$ cat src/rtl/joybus_poll_sched.sv
// Poll sequencer and host arbiter for the shared JOYBUS transmitter.
// Owns the cmd_rdy handshake, tracks TX/RX timeouts and enforces a bus turnaround gap.
module joybus_poll_sched #(
    parameter int POLL_PERIOD = 416667,
    parameter int RX_TIMEOUT  = 2500,
    parameter int TX_TIMEOUT  = 50000,
    parameter int GAP_CYC     = 100
) (
    input  logic       clk,
    input  logic       rst,
    input  logic       host_req,
    input  logic [7:0] host_cmd,
    output logic       host_ack,
    output logic       host_done,
    output logic       host_to,
    output logic [7:0] cmd_data,
    output logic       cmd_rdy,
    input  logic       tx_done,
    input  logic       rx_done,
    output logic       ctrl_present,
    output logic       poll_done,
    output logic       busy,
    output logic [7:0] err_cnt
);

    localparam int PW    = (POLL_PERIOD > 2) ? $clog2(POLL_PERIOD) : 1;
    localparam int TMAX0 = (TX_TIMEOUT > RX_TIMEOUT) ? TX_TIMEOUT : RX_TIMEOUT;
    localparam int TMAX  = (TMAX0 > GAP_CYC) ? TMAX0 : GAP_CYC;
    localparam int TW    = (TMAX > 2) ? $clog2(TMAX) : 1;

    typedef enum logic [2:0] {
        S_IDLE    = 3'd0,
        S_ISSUE   = 3'd1,
        S_WAIT_TX = 3'd2,
        S_WAIT_RX = 3'd3,
        S_GAP     = 3'd4
    } state_t;

    function automatic logic [7:0] sat_inc8(input logic [7:0] v);
        sat_inc8 = (v == 8'hFF) ? v : v + 8'd1;
    endfunction

    state_t        state_r, state_nxt_s;
    logic [PW-1:0] poll_tmr_r, poll_tmr_nxt_s;
    logic          poll_pend_r, poll_pend_nxt_s;
    logic [TW-1:0] tmr_r, tmr_nxt_s;
    logic          owner_host_r, owner_host_nxt_s;
    logic [7:0]    cmd_lat_r, cmd_lat_nxt_s;
    logic [7:0]    cmd_data_r, cmd_data_nxt_s;
    logic          cmd_rdy_r, cmd_rdy_nxt_s;
    logic          host_ack_r, host_ack_nxt_s;
    logic          host_done_r, host_done_nxt_s;
    logic          host_to_r, host_to_nxt_s;
    logic          poll_done_r, poll_done_nxt_s;
    logic          ctrl_present_r, ctrl_present_nxt_s;
    logic          busy_r, busy_nxt_s;
    logic [7:0]    err_cnt_r, err_cnt_nxt_s;

    logic poll_wrap_s, poll_issue_s, end_ok_s, end_to_s, txn_end_s;

    // A real tx_done/rx_done beats a timeout landing on the same cycle.
    assign poll_wrap_s = (poll_tmr_r == PW'(POLL_PERIOD - 1));
    assign end_ok_s    = (state_r == S_WAIT_RX) && rx_done;
    assign end_to_s    = ((state_r == S_WAIT_TX) && !tx_done && (tmr_r == TW'(TX_TIMEOUT - 1))) ||
                         ((state_r == S_WAIT_RX) && !rx_done && (tmr_r == TW'(RX_TIMEOUT - 1)));
    assign txn_end_s   = end_ok_s || end_to_s;

    // Next-state, counters and next output values.
    always_comb begin
        state_nxt_s      = state_r;
        tmr_nxt_s        = tmr_r + TW'(1);
        owner_host_nxt_s = owner_host_r;
        cmd_lat_nxt_s    = cmd_lat_r;
        cmd_data_nxt_s   = cmd_data_r;
        cmd_rdy_nxt_s    = 1'b0;
        host_ack_nxt_s   = 1'b0;
        poll_issue_s     = 1'b0;

        case (state_r)
            S_IDLE: begin
                if (host_req) begin
                    host_ack_nxt_s   = 1'b1;
                    owner_host_nxt_s = 1'b1;
                    state_nxt_s      = S_ISSUE;
                end else if (poll_pend_r) begin
                    owner_host_nxt_s = 1'b0;
                    cmd_lat_nxt_s    = ctrl_present_r ? 8'h01 : 8'h00;
                    poll_issue_s     = 1'b1;
                    state_nxt_s      = S_ISSUE;
                end else begin
                    state_nxt_s = S_IDLE;
                end
            end
            S_ISSUE: begin
                // host_cmd is taken while host_ack is visible, i.e. this cycle.
                cmd_rdy_nxt_s  = 1'b1;
                cmd_data_nxt_s = owner_host_r ? host_cmd : cmd_lat_r;
                tmr_nxt_s      = {TW{1'b0}};
                state_nxt_s    = S_WAIT_TX;
            end
            S_WAIT_TX: begin
                if (tx_done) begin
                    tmr_nxt_s   = {TW{1'b0}};
                    state_nxt_s = S_WAIT_RX;
                end else if (end_to_s) begin
                    tmr_nxt_s   = {TW{1'b0}};
                    state_nxt_s = S_GAP;
                end else begin
                    state_nxt_s = S_WAIT_TX;
                end
            end
            S_WAIT_RX: begin
                if (txn_end_s) begin
                    tmr_nxt_s   = {TW{1'b0}};
                    state_nxt_s = S_GAP;
                end else begin
                    state_nxt_s = S_WAIT_RX;
                end
            end
            S_GAP: begin
                if (tmr_r == TW'(GAP_CYC - 1)) begin
                    state_nxt_s = S_IDLE;
                end else begin
                    state_nxt_s = S_GAP;
                end
            end
            default: begin
                state_nxt_s = S_IDLE;
            end
        endcase

        host_done_nxt_s    = txn_end_s && owner_host_r;
        host_to_nxt_s      = (txn_end_s && owner_host_r) ? end_to_s : host_to_r;
        poll_done_nxt_s    = end_ok_s && !owner_host_r;
        ctrl_present_nxt_s = (txn_end_s && !owner_host_r) ? end_ok_s : ctrl_present_r;
        err_cnt_nxt_s      = end_to_s ? sat_inc8(err_cnt_r) : err_cnt_r;
        busy_nxt_s         = (state_nxt_s != S_IDLE);

        poll_tmr_nxt_s  = poll_wrap_s ? {PW{1'b0}} : poll_tmr_r + PW'(1);
        // Wraps while already pending collapse into one request.
        poll_pend_nxt_s = poll_wrap_s ? 1'b1 : (poll_issue_s ? 1'b0 : poll_pend_r);
    end

    // State and output registers with synchronous reset.
    always_ff @(posedge clk) begin
        if (rst) begin
            state_r        <= S_IDLE;
            poll_tmr_r     <= {PW{1'b0}};
            poll_pend_r    <= 1'b1;
            tmr_r          <= {TW{1'b0}};
            owner_host_r   <= 1'b0;
            cmd_lat_r      <= 8'h00;
            cmd_data_r     <= 8'h00;
            cmd_rdy_r      <= 1'b0;
            host_ack_r     <= 1'b0;
            host_done_r    <= 1'b0;
            host_to_r      <= 1'b0;
            poll_done_r    <= 1'b0;
            ctrl_present_r <= 1'b0;
            busy_r         <= 1'b0;
            err_cnt_r      <= 8'h00;
        end else begin
            state_r        <= state_nxt_s;
            poll_tmr_r     <= poll_tmr_nxt_s;
            poll_pend_r    <= poll_pend_nxt_s;
            tmr_r          <= tmr_nxt_s;
            owner_host_r   <= owner_host_nxt_s;
            cmd_lat_r      <= cmd_lat_nxt_s;
            cmd_data_r     <= cmd_data_nxt_s;
            cmd_rdy_r      <= cmd_rdy_nxt_s;
            host_ack_r     <= host_ack_nxt_s;
            host_done_r    <= host_done_nxt_s;
            host_to_r      <= host_to_nxt_s;
            poll_done_r    <= poll_done_nxt_s;
            ctrl_present_r <= ctrl_present_nxt_s;
            busy_r         <= busy_nxt_s;
            err_cnt_r      <= err_cnt_nxt_s;
        end
    end

    assign host_ack     = host_ack_r;
    assign host_done    = host_done_r;
    assign host_to      = host_to_r;
    assign cmd_data     = cmd_data_r;
    assign cmd_rdy      = cmd_rdy_r;
    assign ctrl_present = ctrl_present_r;
    assign poll_done    = poll_done_r;
    assign busy         = busy_r;
    assign err_cnt      = err_cnt_r;

endmodule

$ cat config.mk
export PLATFORM = sky130hd
export DESIGN_NAME = joybus_poll_sched
export DESIGN_NICKNAME = d
export VERILOG_FILES = /design/src/rtl/joybus_poll_sched.sv
export SDC_FILE = /design/constraint.sdc
export NUM_CORES = 1
export LEC_CHECK = 0
export ABC_AREA = 1
export BUFFER_PORTS_ARGS = -buffer_cell sky130_fd_sc_hd__buf_2
export CAP_MARGIN = 30
export CORE_UTILIZATION = 35
export DETAILED_ROUTE_END_ITERATION = 12
export HOLD_SLACK_MARGIN = 0.1
export PLACE_DENSITY = 0.54
export SYNTH_ARGS = -nofsm -noshare
export SYNTH_HDL_FRONTEND = slang
export SYNTH_SLANG_ARGS = --single-unit
$ cat constraint.sdc
create_clock -name clk -period 2.8 [get_ports clk]
set_input_delay 0.42 -clock clk [delete_from_list [all_inputs] [get_ports clk]]
set_output_delay 0.42 -clock clk [all_outputs]
set_load 0.01 [all_outputs]
==> metrics.log <==
INFO  metric clkSlewWorstSetupHoldPaths = 0.08 ns
INFO  metric worst_clock_skew = 0.006988 ns
INFO  metric first_pass_grt_wire_length = 11.84 mm
INFO  metric netlist_top_cells_area = dfxtp_1 (39%), nand2_1 (10%), nand3_1 (6.4%)
INFO  metric port-buffer-count = 35
INFO  metric vertical_die_dimension = 98.84 µm
INFO  metric h-tree-depth = 3
INFO  metric mean_instance_size_in_the_synthesized_netlist = 7.527 µm²
INFO  metric tritoncts = done
INFO  metric detailedRoute.firstIterationViolations = 104
INFO  metric drc = 0
INFO  metric result_of_the_run = completed
INFO  metric die_x = 98.84 µm
INFO  metric max-clock-path-buffers = 2
INFO  metric postCtsResizedCells = 0
INFO  metric groute.usage.overall = 15.13%
INFO  metric die-area = 0.009768 mm²
INFO  metric post_synth_net_total = 453
INFO  metric critical_path_class = flop to flop
INFO  metric slew_headroom = 55.44%
INFO  metric final_antenna_net_count = 0
INFO  metric detail_route.first_pass.iterations = 4
INFO  metric dr_vias = 2809
INFO  metric ys_seq_area_share = 39.04%
INFO  metric critPathMaxFanout = 13
INFO  metric cpPeakStageDelay = 0.36 ns
INFO  metric hold_violations = 0
INFO  metric final_max_slew_viol_count = 0
INFO  metric inserted_clock_buffers = 9
INFO  metric finalWeightedCongestion = 0.7889
INFO  metric cts-root-buf = clkbuf_8
INFO  metric pin_count = 36
INFO  metric area_delta_synth_final = 15.36%
INFO  metric whs = 0.2907 ns
INFO  metric floorplan.initialDensity = 36.91%
INFO  metric final.period_utilization = 63.45%
INFO  metric synthDistinctLibCells = 37
INFO  metric worstMarginPinSlew = 0.6659 ns
INFO  metric power-per-cell-area = 565.1 mW/mm²
INFO  metric core-area = 0.008891 mm²
INFO  metric antenna_cells = 0
INFO  metric synthesis.yosys.warnings = 0
INFO  metric data_arrival_critical_path = 2.01 ns
INFO  metric timing.critical_path.required = 3.03 ns
INFO  metric first_global_vias = 2694
INFO  metric numClockSinks = 64
INFO  metric path_common_cell = nand3_2
INFO  metric post-synth-top-area-fraction = 39.04%
INFO  metric finalSetupViolCount = 0
INFO  metric grt_overflow = 0
INFO  metric synth_area_leader_cell = dfxtp_1
INFO  metric hpwlAfterDp = 4.945 mm
INFO  metric mappedNetlistArea = 0.003282 mm²
INFO  metric viasPerCell = 4.753
INFO  metric grt_start_max_net_pins = 20
INFO  metric postCtsSetupRepairBufs = 0
INFO  metric fmax = 0.5629 GHz
INFO  metric avgRoutedWirePerCell = 11.31 µm
INFO  metric rows = 34
INFO  metric number_of_antenna_violations_at_the_first_check_in_global_routing = 0
INFO  metric final_nets = 495
INFO  metric rsz0062_at_grt = no
INFO  metric start_kind = flop
INFO  metric max_cap_viol_count = 0
INFO  metric cpMaxStageDelayCell = dfxtp_1
INFO  metric yosys_register_bits = 64
INFO  metric worst_slack_at_placement = 1.016 ns
INFO  metric power_leakage = 1.523 nW
INFO  metric path_cells = ha_1 -> nand3_2 -> nor2_2 -> nand3_2 -> nand4_4 -> nand3_4 -> nand2_4 -> nor2_1
INFO  metric holdBufCountCts = 0
INFO  metric clock_insertion_delay_worst_skew = 0.35 ns
INFO  metric layout-drive-gt1-share = 21.74%
INFO  metric netlist_instances = 436
INFO  metric final_critical_delay_including_setup_and_external_delays = 1.777 ns
INFO  metric setup_tns = 0 ns
INFO  metric drt_wl_total = 6.686 mm
INFO  metric ir_drop = 0.0002276 V
INFO  metric crit_end_category = flop
INFO  metric min-delay-path-class = input port to flop
INFO  metric final_critical_path_setup_slack = 1.023 ns
INFO  metric fill_cells = 883
per-layer routing:
metal	up-vias	GRT usage, %	share of wire, %
met4	0	6.659	2.1
met2	37	24.80	46
li1	1492	-	-
met3	11	3.830	2.9
met5	-	0	0
met1	1269	18.79	49
kinds of logic (layout without fill, tap and decap cells):
| kind of cell | Yosys count | in the layout | synth area share [%] |
|---|---|---|---|
| buf+inv | 58 | 105 | 7.434 |
| simple gates | 248 | 248 | 39.50 |
| fa+ha+maj | 4 | 4 | 1.525 |
| flops | 64 | 64 | 39.04 |
| xor+xnor | 21 | 21 | 5.604 |
| compound gates | 41 | 41 | 6.901 |
power by group:
part | switching, W | internal (W) | leakage (nW) | total, W
clock | 0.000401 | 0.000512 | 0.111 | 0.000912
sequential | 0.0000265 | 0.000952 | 0.519 | 0.000978
combinational | 0.000169 | 0.0000798 | 0.893 | 0.000249
total | 0.000596 | 0.00154 | 1.52 | 0.00214
cell usage after synthesis, drive strengths merged:
library cell	n
nand3	50
clkbuf	3
nand3b	1
nand4	12
clkinv	2
dfxtp	64
nor2	73
xor2	14
ha	4
inv	50
buf	3
nor4	1
a31o	1
o21ai	19
a21oi	18
nor3	12
xnor2	7
nand2	96
or2	3
o211ai	1
a31oi	1
o31ai	1
layout by cell type, fill, tap and decap left out, types with 2 or more instances in the layout:
cell	instances
nand2_1	88
dfxtp_1	64
nor2_1	52
inv_1	43
nand3_1	42
buf_2	35
o21ai_0	18
a21oi_1	18
nor2_4	15
xor2_1	14
nand4_1	11
nor3_1	9
clkbuf_8	9
nand2_2	7
inv_2	7
xnor2_1	7
nor2_2	6
nand3_2	6
ha_1	4
inv_6	3
nand3_4	2
nor3_2	2
or2_0	2
bufinv_16	2
buf_4	2
final cells by class:
| class | instances | area, µm² | area share [%] |
|---|---|---|---|
| multi-input combinational | 314 | 1757 | 46.40 |
| sequential | 64 | 1281 | 33.84 |
| inverter | 52 | 196.4 | 5.188 |
| timing repair buffer | 37 | 190.2 | 5.023 |
| tap | 108 | 135.1 | 3.569 |
| clock buffer | 9 | 123.9 | 3.272 |
| clock inverter | 7 | 102.6 | 2.710 |
worst max-delay path, delay by kind of cell (launching register included):
kind                     cells  cell delay [ns]
AND/OR/NAND/NOR              7             1.08
flip-flops                   1             0.36
adder cells (fa/ha/maj)      1             0.23
final timing paths:
path	start	to	slack, ns	cells after the start
worst min register to register	cmd_lat_r[0]	cmd_lat_r[0]	0.45	2
worst min-delay path	host_cmd[7]	cmd_data[7]	0.29	3
worst max register to register	tmr_r[0]	tmr_r[14]	1.02	8
worst max-delay path	tmr_r[0]	tmr_r[14]	1.02	8
through the flow:
stage / area (µm²) / instances / utilization [%] / total power (W)
floorplan: 3282 / 436 / - / 0.001189
global placement: 3560 / 575 / 40.04 / 0.001249
detailed placement: 3560 / 575 / 40.04 / 0.001250
CTS: 3786 / 591 / 42.58 / 0.002167
global route: 3786 / 591 / 42.58 / 0.002246
finish: 3786 / 591 / 42.58 / 0.002140
sequential cells by signal (all words and copies together), names as in the netlist:
signal / flops
err_cnt: 8
cmd_data: 8
state_r: 3
cmd_lat_r: 1
poll_pend_r: 1
cmd_rdy: 1
busy: 1
tmr_r: 16
owner_host_r: 1
ctrl_present: 1
host_ack: 1
poll_done: 1
poll_tmr_r: 19
host_to: 1
host_done: 1
No activity file was read; power rests on OpenSTA's default activity.
